--- config.mk ---
export PLATFORM = sky130hd
export DESIGN_NAME = ndp_core_sequencer
export DESIGN_NICKNAME = d
export VERILOG_FILES = /design/src/rtl/ndp_core_sequencer.sv
export SDC_FILE = /design/constraint.sdc
export NUM_CORES = 1
export LEC_CHECK = 0
export BUFFER_PORTS_ARGS = -buffer_cell sky130_fd_sc_hd__clkbuf_2
export CAP_MARGIN = 5
export CORE_AREA = 2 2 237 239
export CTS_CLUSTER_SIZE = 30
export DETAILED_ROUTE_END_ITERATION = 8
export DIE_AREA = 0 0 239 241
export HOLD_SLACK_MARGIN = 0.05
export PLACE_DENSITY = 0.51
export SLEW_MARGIN = 10
export SYNTH_ARGS = -nofsm -noshare
export SYNTH_HDL_FRONTEND = slang
export SYNTH_SLANG_ARGS = --single-unit
--- constraint.sdc ---
create_clock -name clk -period 8.55 [get_ports clk]
set_clock_uncertainty 0.05 [all_clocks]
set_input_delay 0 -clock clk [delete_from_list [all_inputs] [get_ports clk]]
set_output_delay 0 -clock clk [all_outputs]
set_load 0.02 [all_outputs]
--- src/rtl/ndp_core_sequencer.sv ---
// Job sequencer for NDP_core: clears the core, streams A/B operand words from memory, captures the result.
// Optional WAIT-state watchdog enabled by defining NDP_SEQ_TIMEOUT_EN.
//
// state | meaning
// IDLE  | no job; waits for start
// CLR   | one-cycle core_reset pulse
// LOAD  | issues N_WORDS memory reads back to back
// WAIT  | waits for core_calc_done_flag (watchdog optional)
// DONE  | one-cycle done pulse
module ndp_core_sequencer #(
  parameter int WIDTH          = 16,
  parameter int ARR_HEIGHT     = 4,
  parameter int ARR_WIDTH      = 4,
  parameter int SYS_HEIGHT     = 1,
  parameter int SYS_WIDTH      = 1,
  parameter int K_DEPTH        = 3,
  parameter int ADDR_W         = 10,
  parameter int TIMEOUT_CYCLES = 1024
) (
  input  logic                clk,
  input  logic                reset,
  input  logic                start,
  input  logic [ADDR_W-1:0]   a_base,
  input  logic [ADDR_W-1:0]   b_base,
  output logic                busy,
  output logic                done,
  output logic                error,
  output logic [SYS_HEIGHT*ARR_HEIGHT*SYS_WIDTH*ARR_WIDTH*WIDTH-1:0] result,
  output logic                mem_rd_en,
  output logic [ADDR_W-1:0]   mem_rd_addr,
  input  logic [31:0]         mem_rd_data,
  output logic                core_reset,
  output logic                core_data_in_flag,
  output logic [31:0]         core_data_in,
  input  logic                core_calc_done_flag,
  input  logic [SYS_HEIGHT*ARR_HEIGHT*SYS_WIDTH*ARR_WIDTH*WIDTH-1:0] core_out_c
);

  localparam int AW      = SYS_HEIGHT * ARR_HEIGHT * WIDTH / 32;
  localparam int BW      = SYS_WIDTH * ARR_WIDTH * WIDTH / 32;
  localparam int N_WORDS = K_DEPTH * (AW + BW);
  localparam int RES_W   = SYS_HEIGHT * ARR_HEIGHT * SYS_WIDTH * ARR_WIDTH * WIDTH;
  localparam int SUB_MAX = (AW > BW) ? AW : BW;
  localparam int SUB_W   = $clog2(SUB_MAX + 1);
  localparam int CNT_W   = $clog2(N_WORDS + 1);

  if (AW < 1 || BW < 1 || K_DEPTH < 1 || TIMEOUT_CYCLES < 1) begin : g_cfg_check
    $error("ndp_core_sequencer: invalid configuration");
  end

  typedef enum logic [2:0] {
    S_IDLE,
    S_CLR,
    S_LOAD,
    S_WAIT,
    S_DONE
  } state_t;

  state_t              state_q;
  logic [ADDR_W-1:0]   a_ptr_q, a_ptr_d;
  logic [ADDR_W-1:0]   b_ptr_q, b_ptr_d;
  logic [ADDR_W-1:0]   addr_d;
  logic [SUB_W-1:0]    sub_q, sub_d;
  logic                phase_b_q, phase_b_d;
  logic [CNT_W-1:0]    cnt_q;
  logic                done_q;
  logic [RES_W-1:0]    result_q;
  logic                rd_en_q;
  logic [ADDR_W-1:0]   rd_addr_q;
  logic                flag_q;
  logic                core_reset_q;

`ifdef NDP_SEQ_TIMEOUT_EN
  localparam int TMO_W = $clog2(TIMEOUT_CYCLES + 1);
  logic [TMO_W-1:0]    tmo_q;
  logic                error_q;
  assign error = error_q;
`else
  assign error = 1'b0;
`endif

  assign busy              = (state_q != S_IDLE);
  assign done              = done_q;
  assign result            = result_q;
  assign mem_rd_en         = rd_en_q;
  assign mem_rd_addr       = rd_addr_q;
  assign core_reset        = core_reset_q;
  assign core_data_in_flag = flag_q;
  assign core_data_in      = mem_rd_data;

  // A words of all columns are contiguous, as are B words of all rows, so one
  // running pointer per operand plus a sub-index for the A/B interleave suffices.
  always_comb begin
    a_ptr_d   = a_ptr_q;
    b_ptr_d   = b_ptr_q;
    addr_d    = rd_addr_q;
    phase_b_d = phase_b_q;
    sub_d     = sub_q + SUB_W'(1);
    if (!phase_b_q) begin
      if (sub_q == SUB_W'(AW - 1)) begin
        phase_b_d = 1'b1;
        sub_d     = '0;
        addr_d    = b_ptr_q;
        b_ptr_d   = b_ptr_q + ADDR_W'(1);
      end else begin
        addr_d    = a_ptr_q;
        a_ptr_d   = a_ptr_q + ADDR_W'(1);
      end
    end else begin
      if (sub_q == SUB_W'(BW - 1)) begin
        phase_b_d = 1'b0;
        sub_d     = '0;
        addr_d    = a_ptr_q;
        a_ptr_d   = a_ptr_q + ADDR_W'(1);
      end else begin
        addr_d    = b_ptr_q;
        b_ptr_d   = b_ptr_q + ADDR_W'(1);
      end
    end
  end

  always_ff @(posedge clk or posedge reset) begin
    if (reset) begin
      state_q      <= S_IDLE;
      a_ptr_q      <= '0;
      b_ptr_q      <= '0;
      sub_q        <= '0;
      phase_b_q    <= 1'b0;
      cnt_q        <= '0;
      done_q       <= 1'b0;
      result_q     <= '0;
      rd_en_q      <= 1'b0;
      rd_addr_q    <= '0;
      flag_q       <= 1'b0;
      core_reset_q <= 1'b1;
`ifdef NDP_SEQ_TIMEOUT_EN
      tmo_q        <= '0;
      error_q      <= 1'b0;
`endif
    end else begin
      done_q       <= 1'b0;
      core_reset_q <= 1'b0;
      flag_q       <= rd_en_q;
      case (state_q)
        S_IDLE: begin
          if (start) begin
            a_ptr_q      <= a_base;
            b_ptr_q      <= b_base;
            core_reset_q <= 1'b1;
            state_q      <= S_CLR;
`ifdef NDP_SEQ_TIMEOUT_EN
            error_q      <= 1'b0;
`endif
          end
        end
        S_CLR: begin
          rd_en_q   <= 1'b1;
          rd_addr_q <= a_ptr_q;
          a_ptr_q   <= a_ptr_q + ADDR_W'(1);
          sub_q     <= '0;
          phase_b_q <= 1'b0;
          cnt_q     <= '0;
          state_q   <= S_LOAD;
        end
        S_LOAD: begin
          if (cnt_q == CNT_W'(N_WORDS - 1)) begin
            rd_en_q <= 1'b0;
            state_q <= S_WAIT;
`ifdef NDP_SEQ_TIMEOUT_EN
            tmo_q   <= TMO_W'(TIMEOUT_CYCLES - 1);
`endif
          end else begin
            cnt_q     <= cnt_q + CNT_W'(1);
            rd_addr_q <= addr_d;
            a_ptr_q   <= a_ptr_d;
            b_ptr_q   <= b_ptr_d;
            sub_q     <= sub_d;
            phase_b_q <= phase_b_d;
          end
        end
        S_WAIT: begin
          // the core may flag completion while the stream tail is still in flight
          if (core_calc_done_flag && !flag_q) begin
            result_q <= core_out_c;
            done_q   <= 1'b1;
            state_q  <= S_DONE;
          end
`ifdef NDP_SEQ_TIMEOUT_EN
          else if (tmo_q == '0) begin
            error_q <= 1'b1;
            state_q <= S_IDLE;
          end else begin
            tmo_q <= tmo_q - TMO_W'(1);
          end
`endif
        end
        S_DONE: begin
          state_q <= S_IDLE;
        end
        default: begin
          state_q <= S_IDLE;
        end
      endcase
    end
  end

endmodule

Word level (Yosys, flattened, before mapping):

Cells that the tools add are included.

* bits in registers: 300
* output and inout port bits: 304
* word-level logic and storage cells: 79

* add/sub/neg operators: 4
* eq/ne operators: 13
* mux-type cells: 37
* reduce and logical (&&, ||, !) cells: 13

Operator list (count)
* 2-to-1 mux 10 bit: 14
* one-hot mux 10 bit (2 select lines): 2
* one-hot mux 10 bit (3 select lines): 1
* adder 10 x 1 -> 10 bit (second input constant): 2
* inequality test 3 bit (second input constant): 4
* one-hot mux 3 bit (4 select lines): 1
* AND reduction 5 bit: 2
* 2-to-1 mux 1 bit: 9
* 2-to-1 mux 3 bit: 3
* inequality test 2 bit (second input constant): 4
* one-hot mux 4 bit (2 select lines): 1
* == test 3 x 2 -> 1 bit (second input constant): 2
* AND reduction 2 bit: 3
* nonzero test 3 bit: 2
* adder 4 x 1 -> 4 bit (second input constant): 1
* == test 4 bit (second input constant): 1
* 2-to-1 mux 2 bit: 2
* 2-to-1 mux 4 bit: 1
* one-hot mux 1 bit (2 select lines): 2
* one-hot mux 2 bit (2 select lines): 1
* nonzero test 2 bit: 2
* == test 3 x 1 -> 1 bit (second input constant): 1
* logical NOT 3 bit: 1
* AND reduction 3 bit: 1
* 4 further kinds: 4

Longest topological paths before layout:

* word-level depth: 5
* depth in mapped cells: 7

Least setup slack after synthesis:

OpenSTA, ideal clock, no wires.

* path kind: register -> register
* from: register state_q[0]
* to: register result_q[64] (netlist: result[64])
* library setup time: 0.125 ns
* data arrival time: 1.654 ns
* required time: 8.375 ns
* path slack: 6.721 ns
* stages on the path, launching flop included: 7
* clock period less this slack: 1.829 ns
* cells stage by stage: dfrtp_1 > inv_2 > or3_4 > nor2_4 > buf_6 > buf_4 > mux2_2

* cells in the longest elaborated chain, start to end: 2

Ends and longest elaborated chain
* from (decl): line 59 `state_t state_q;`
* from (signal assigned): line 124 `state_q <= S_IDLE;`
* from (signal assigned): line 150 `state_q <= S_CLR;`
* from (signal assigned): line 163 `state_q <= S_LOAD;`
* == test 3 x 2 -> 1 bit: line 144 `case (state_q)`
* AND reduction 2 bit (no source line)
* to (signal assigned): line 184 `result_q <= core_out_c;`
* to (decl): line 67 `logic [RES_W-1:0] result_q;`

Every way passes these cells.
A chain may end at the register's enable or synchronous reset.

Final worst setup path:

* from: register state_q[0]
* to: register result_q[65] (netlist: result[65])

The elaborated chain is that of the path after synthesis.

==> impl_metrics.yaml <==
run_status:
  status: "finished, final reports clean"
critical_path:
  critPathKind: "reg -> reg"
  crit_cells: 6
  crit_required_ns: 8.91
  crit_path_max_incr_delay_ns: 0.85
  critPathArrivalTime_ns: 3.75
  cpMostUsedCell: "buf_4"
  critPathLaunchType: "register"
  cp_num_buf_inv: 3
  crit_family: "buffers and inverters"
  end_kind: "register"
  cp_slowest_cell: "buf_4"
  r2r_cells: 6
  cp_cell_sequence: "inv_2 > or3_4 > nor2_4 > buf_4 > buf_4 > mux2_2"
  crit_path_max_fanout: 76
sta:
  slew_headroom_pct: 22.5
  fmax_mhz: 295
  timing.final.max_slew_violations: 0
  fin_crit_sh_pct: 39.7
  rsz0062_at_grt: "false"
  tns_ns: 0
  tightest_slew_ns: 1.16
  hold_viol: 0
  period_minus_slack_ns: 3.39
  setup_violations: 0
power:
  power_density_nw_per_um2: 364
  p_sw_share_pct: 40.2
  ir_drop_mv: 0.179
  p_int_w: 0.00429
  clkPwrFrac_pct: 21.8
  p_leak_nw: 9.36
  switchingPower_w: 0.00288
  power.total_w: 0.00717
  combPwrFrac_pct: 42.2
  p_seq_share_pct: 36.0
grt:
  overflow: 0
  grt_use_met3_pct: 3.20
  grt_pass1_wl_mm: 56.3
  track_usage_pct: 12.3
  global_route.usage.met2_pct: 21.9
  antenna_found_initial: 0
  grt_pass1_vias: 10300
  grt_max_degree: 135
  use_met1_pct: 13.8
  gr-max-usage-layer: "met2"
route:
  avgRoutedWirePerCell_um: 15.8
  dr.first_iter.drc_count: 427
  drt_pass1_iterations: 4
  wirelength_mm: 38.0
  vias_per_cell: 4.11
  vias: 9888
  postRouteAntennaNets: 0
  drc_errors: 0
synthesis:
  synthCells: 839
  synth_flop_cell: "dfrtp_1"
  ys_seq_area_share_pct: 61.5
  yosysUniqueCellTypes: 49
  synth.largest_area_cell: "dfrtp_1"
  syn-num-nets: 1154
  yosysWarnings: 0
  syn_avg_cell_area_um2: 14.6
  ys_ff_latch: 300
  synth_edf_count: 0
  synth_area_leaders: "dfrtp_1 61%, mux2_1 19%, mux2_2 4.4%"
  syn-cell-area_um2: 12200
  async_reset_ff_share_pct: 100
  synth_top_area_share_pct: 61.2
clock_tree:
  cts-resized-gates: 0
  post_cts_buffers: 0
  tritoncts: "built"
  cts_hold_buf: 312
  cts_made_buffers: 37
  cts_max_level: 2
  clockBufferDepth: 3
  insertion_delay_ns: 0.52
  clkSlewWorstSetupHoldPaths_ns: 0.06
  cts-root-buf: "clkbuf_16"
  clock-sinks: 300
layout:
  final_nets: 1989
  drive_above_1_share_pct: 39.6
  area_growth_pct: 61.0
  final_cells: 2407
  final_common_cell: "clkbuf_2"
  num_antenna_cells: 0
  layout_common_cells: "550 x clkbuf_2, 312 x dlygate4sd3_1, 299 x dfrtp_1"
  post-route-util_pct: 35.8
floorplan:
  die_y_um: 241
  fp.dieW_um: 239
  core-area_um2: 54900
  dieArea_um2: 57600
  start_util_pct: 22.3
  num_io_pins: 616
  rows: 86
flow_run:
  cap_violations: 0
placement:
  portBuffers: 550
  dp_hpwl_mm: 25.4
  globalplace.congestion: 0.766
  dp.cells: 2027
hold_path:
  hold_path.class: "in -> async"
## final timing paths
check,from,endpoint,slack [ns]
hold / removal,reset,result[200],0.16
setup reg to reg,state_q[0],result[65],5.16
setup / recovery,state_q[0],result[65],5.16
max in group asynchronous,reset,result[56],6.19
hold reg to reg,mem_rd_en,core_data_in_flag,0.40
min in group clk,core_out_c[11],result[11],0.18
## routing by layer
layer	up-vias	share of wire, %
met5	-	0
met2	372	52
met1	4817	38
met3	76	6.9
met4	0	3.5
li1	4623	-
## area by class of cell
cell class	instances	area, um2
Clock buffer	54	1080
Clock inverter	14	139
Fill cell	5318	35200
Inverter	9	41.3
Multi-Input combinational cell	456	4070
Sequential cell	300	7510
Tap cell	704	881
Timing Repair Buffer	870	5950
## power groups by stage
stage | clock, W | sequential [W] | combinational [W]
after floorplan | 0 | 0.00330 | 0.00116
after global placement | 0 | 0.00257 | 0.00287
after detailed placement | 0 | 0.00259 | 0.00291
after CTS | 0.00162 | 0.00258 | 0.00304
after global routing | 0.00168 | 0.00268 | 0.00325
final | 0.00156 | 0.00258 | 0.00302
## stage by stage
stage                     worst slack [ns]  hold WS [ns]  cell area [um2]
final                                 5.16         0.156            19700
after global routing                  4.96         0.155            19700
after CTS                             5.17         0.131            19700
after detailed placement              5.17       -0.0499            15300
after global placement                5.22       -0.0499            15300
after floorplan                      0.212        0.0626            12200
## cell families (layout without fill, tap and decap cells)
group                      count (synthesis)  after routing  share of synthesized area [%]
buffers and inverters                     83            947                           5.23
xor gates and xnor gates                   1              1                         0.0717
other                                      1              1                         0.0307
and+or+nand+nor                           85             85                           3.36
muxes                                    270            270                           24.8
AOI/OAI and AO/OA                         96             96                           4.79
adders and majority gates                  3              3                          0.307
DFF                                      300            300                           61.5
## cells in the mapped netlist, types with 4 or more instances
library cell / instances
buf_6: 24
o21ai_0: 21
mux2i_1: 13
buf_2: 4
buf_4: 38
nand3_1: 14
mux2_2: 48
nand2b_1: 6
clkbuf_1: 7
dfrtp_1: 299
o22ai_1: 8
a21oi_1: 49
inv_1: 8
mux2_1: 209
nand2_1: 27
nor2_1: 21
## state kept, by name, summed over array words and instances, names as in the netlist, 2 cells and up
| register | flops |
|---|---|
| result | 256 |
| sub_q | 2 |
| mem_rd_addr | 10 |
| a_ptr_q | 10 |
| b_ptr_q | 10 |
| cnt_q | 4 |
| state_q | 3 |
## worst register-to-register path, stage by stage (launching register included)
cell and delay (ns):
dfrtp_1 0.59, inv_2 0.13, or3_4 0.43, nor2_4 0.14, buf_4 0.54, buf_4 0.91, mux2_2 0.49
(Power assumes the default switching activity.)
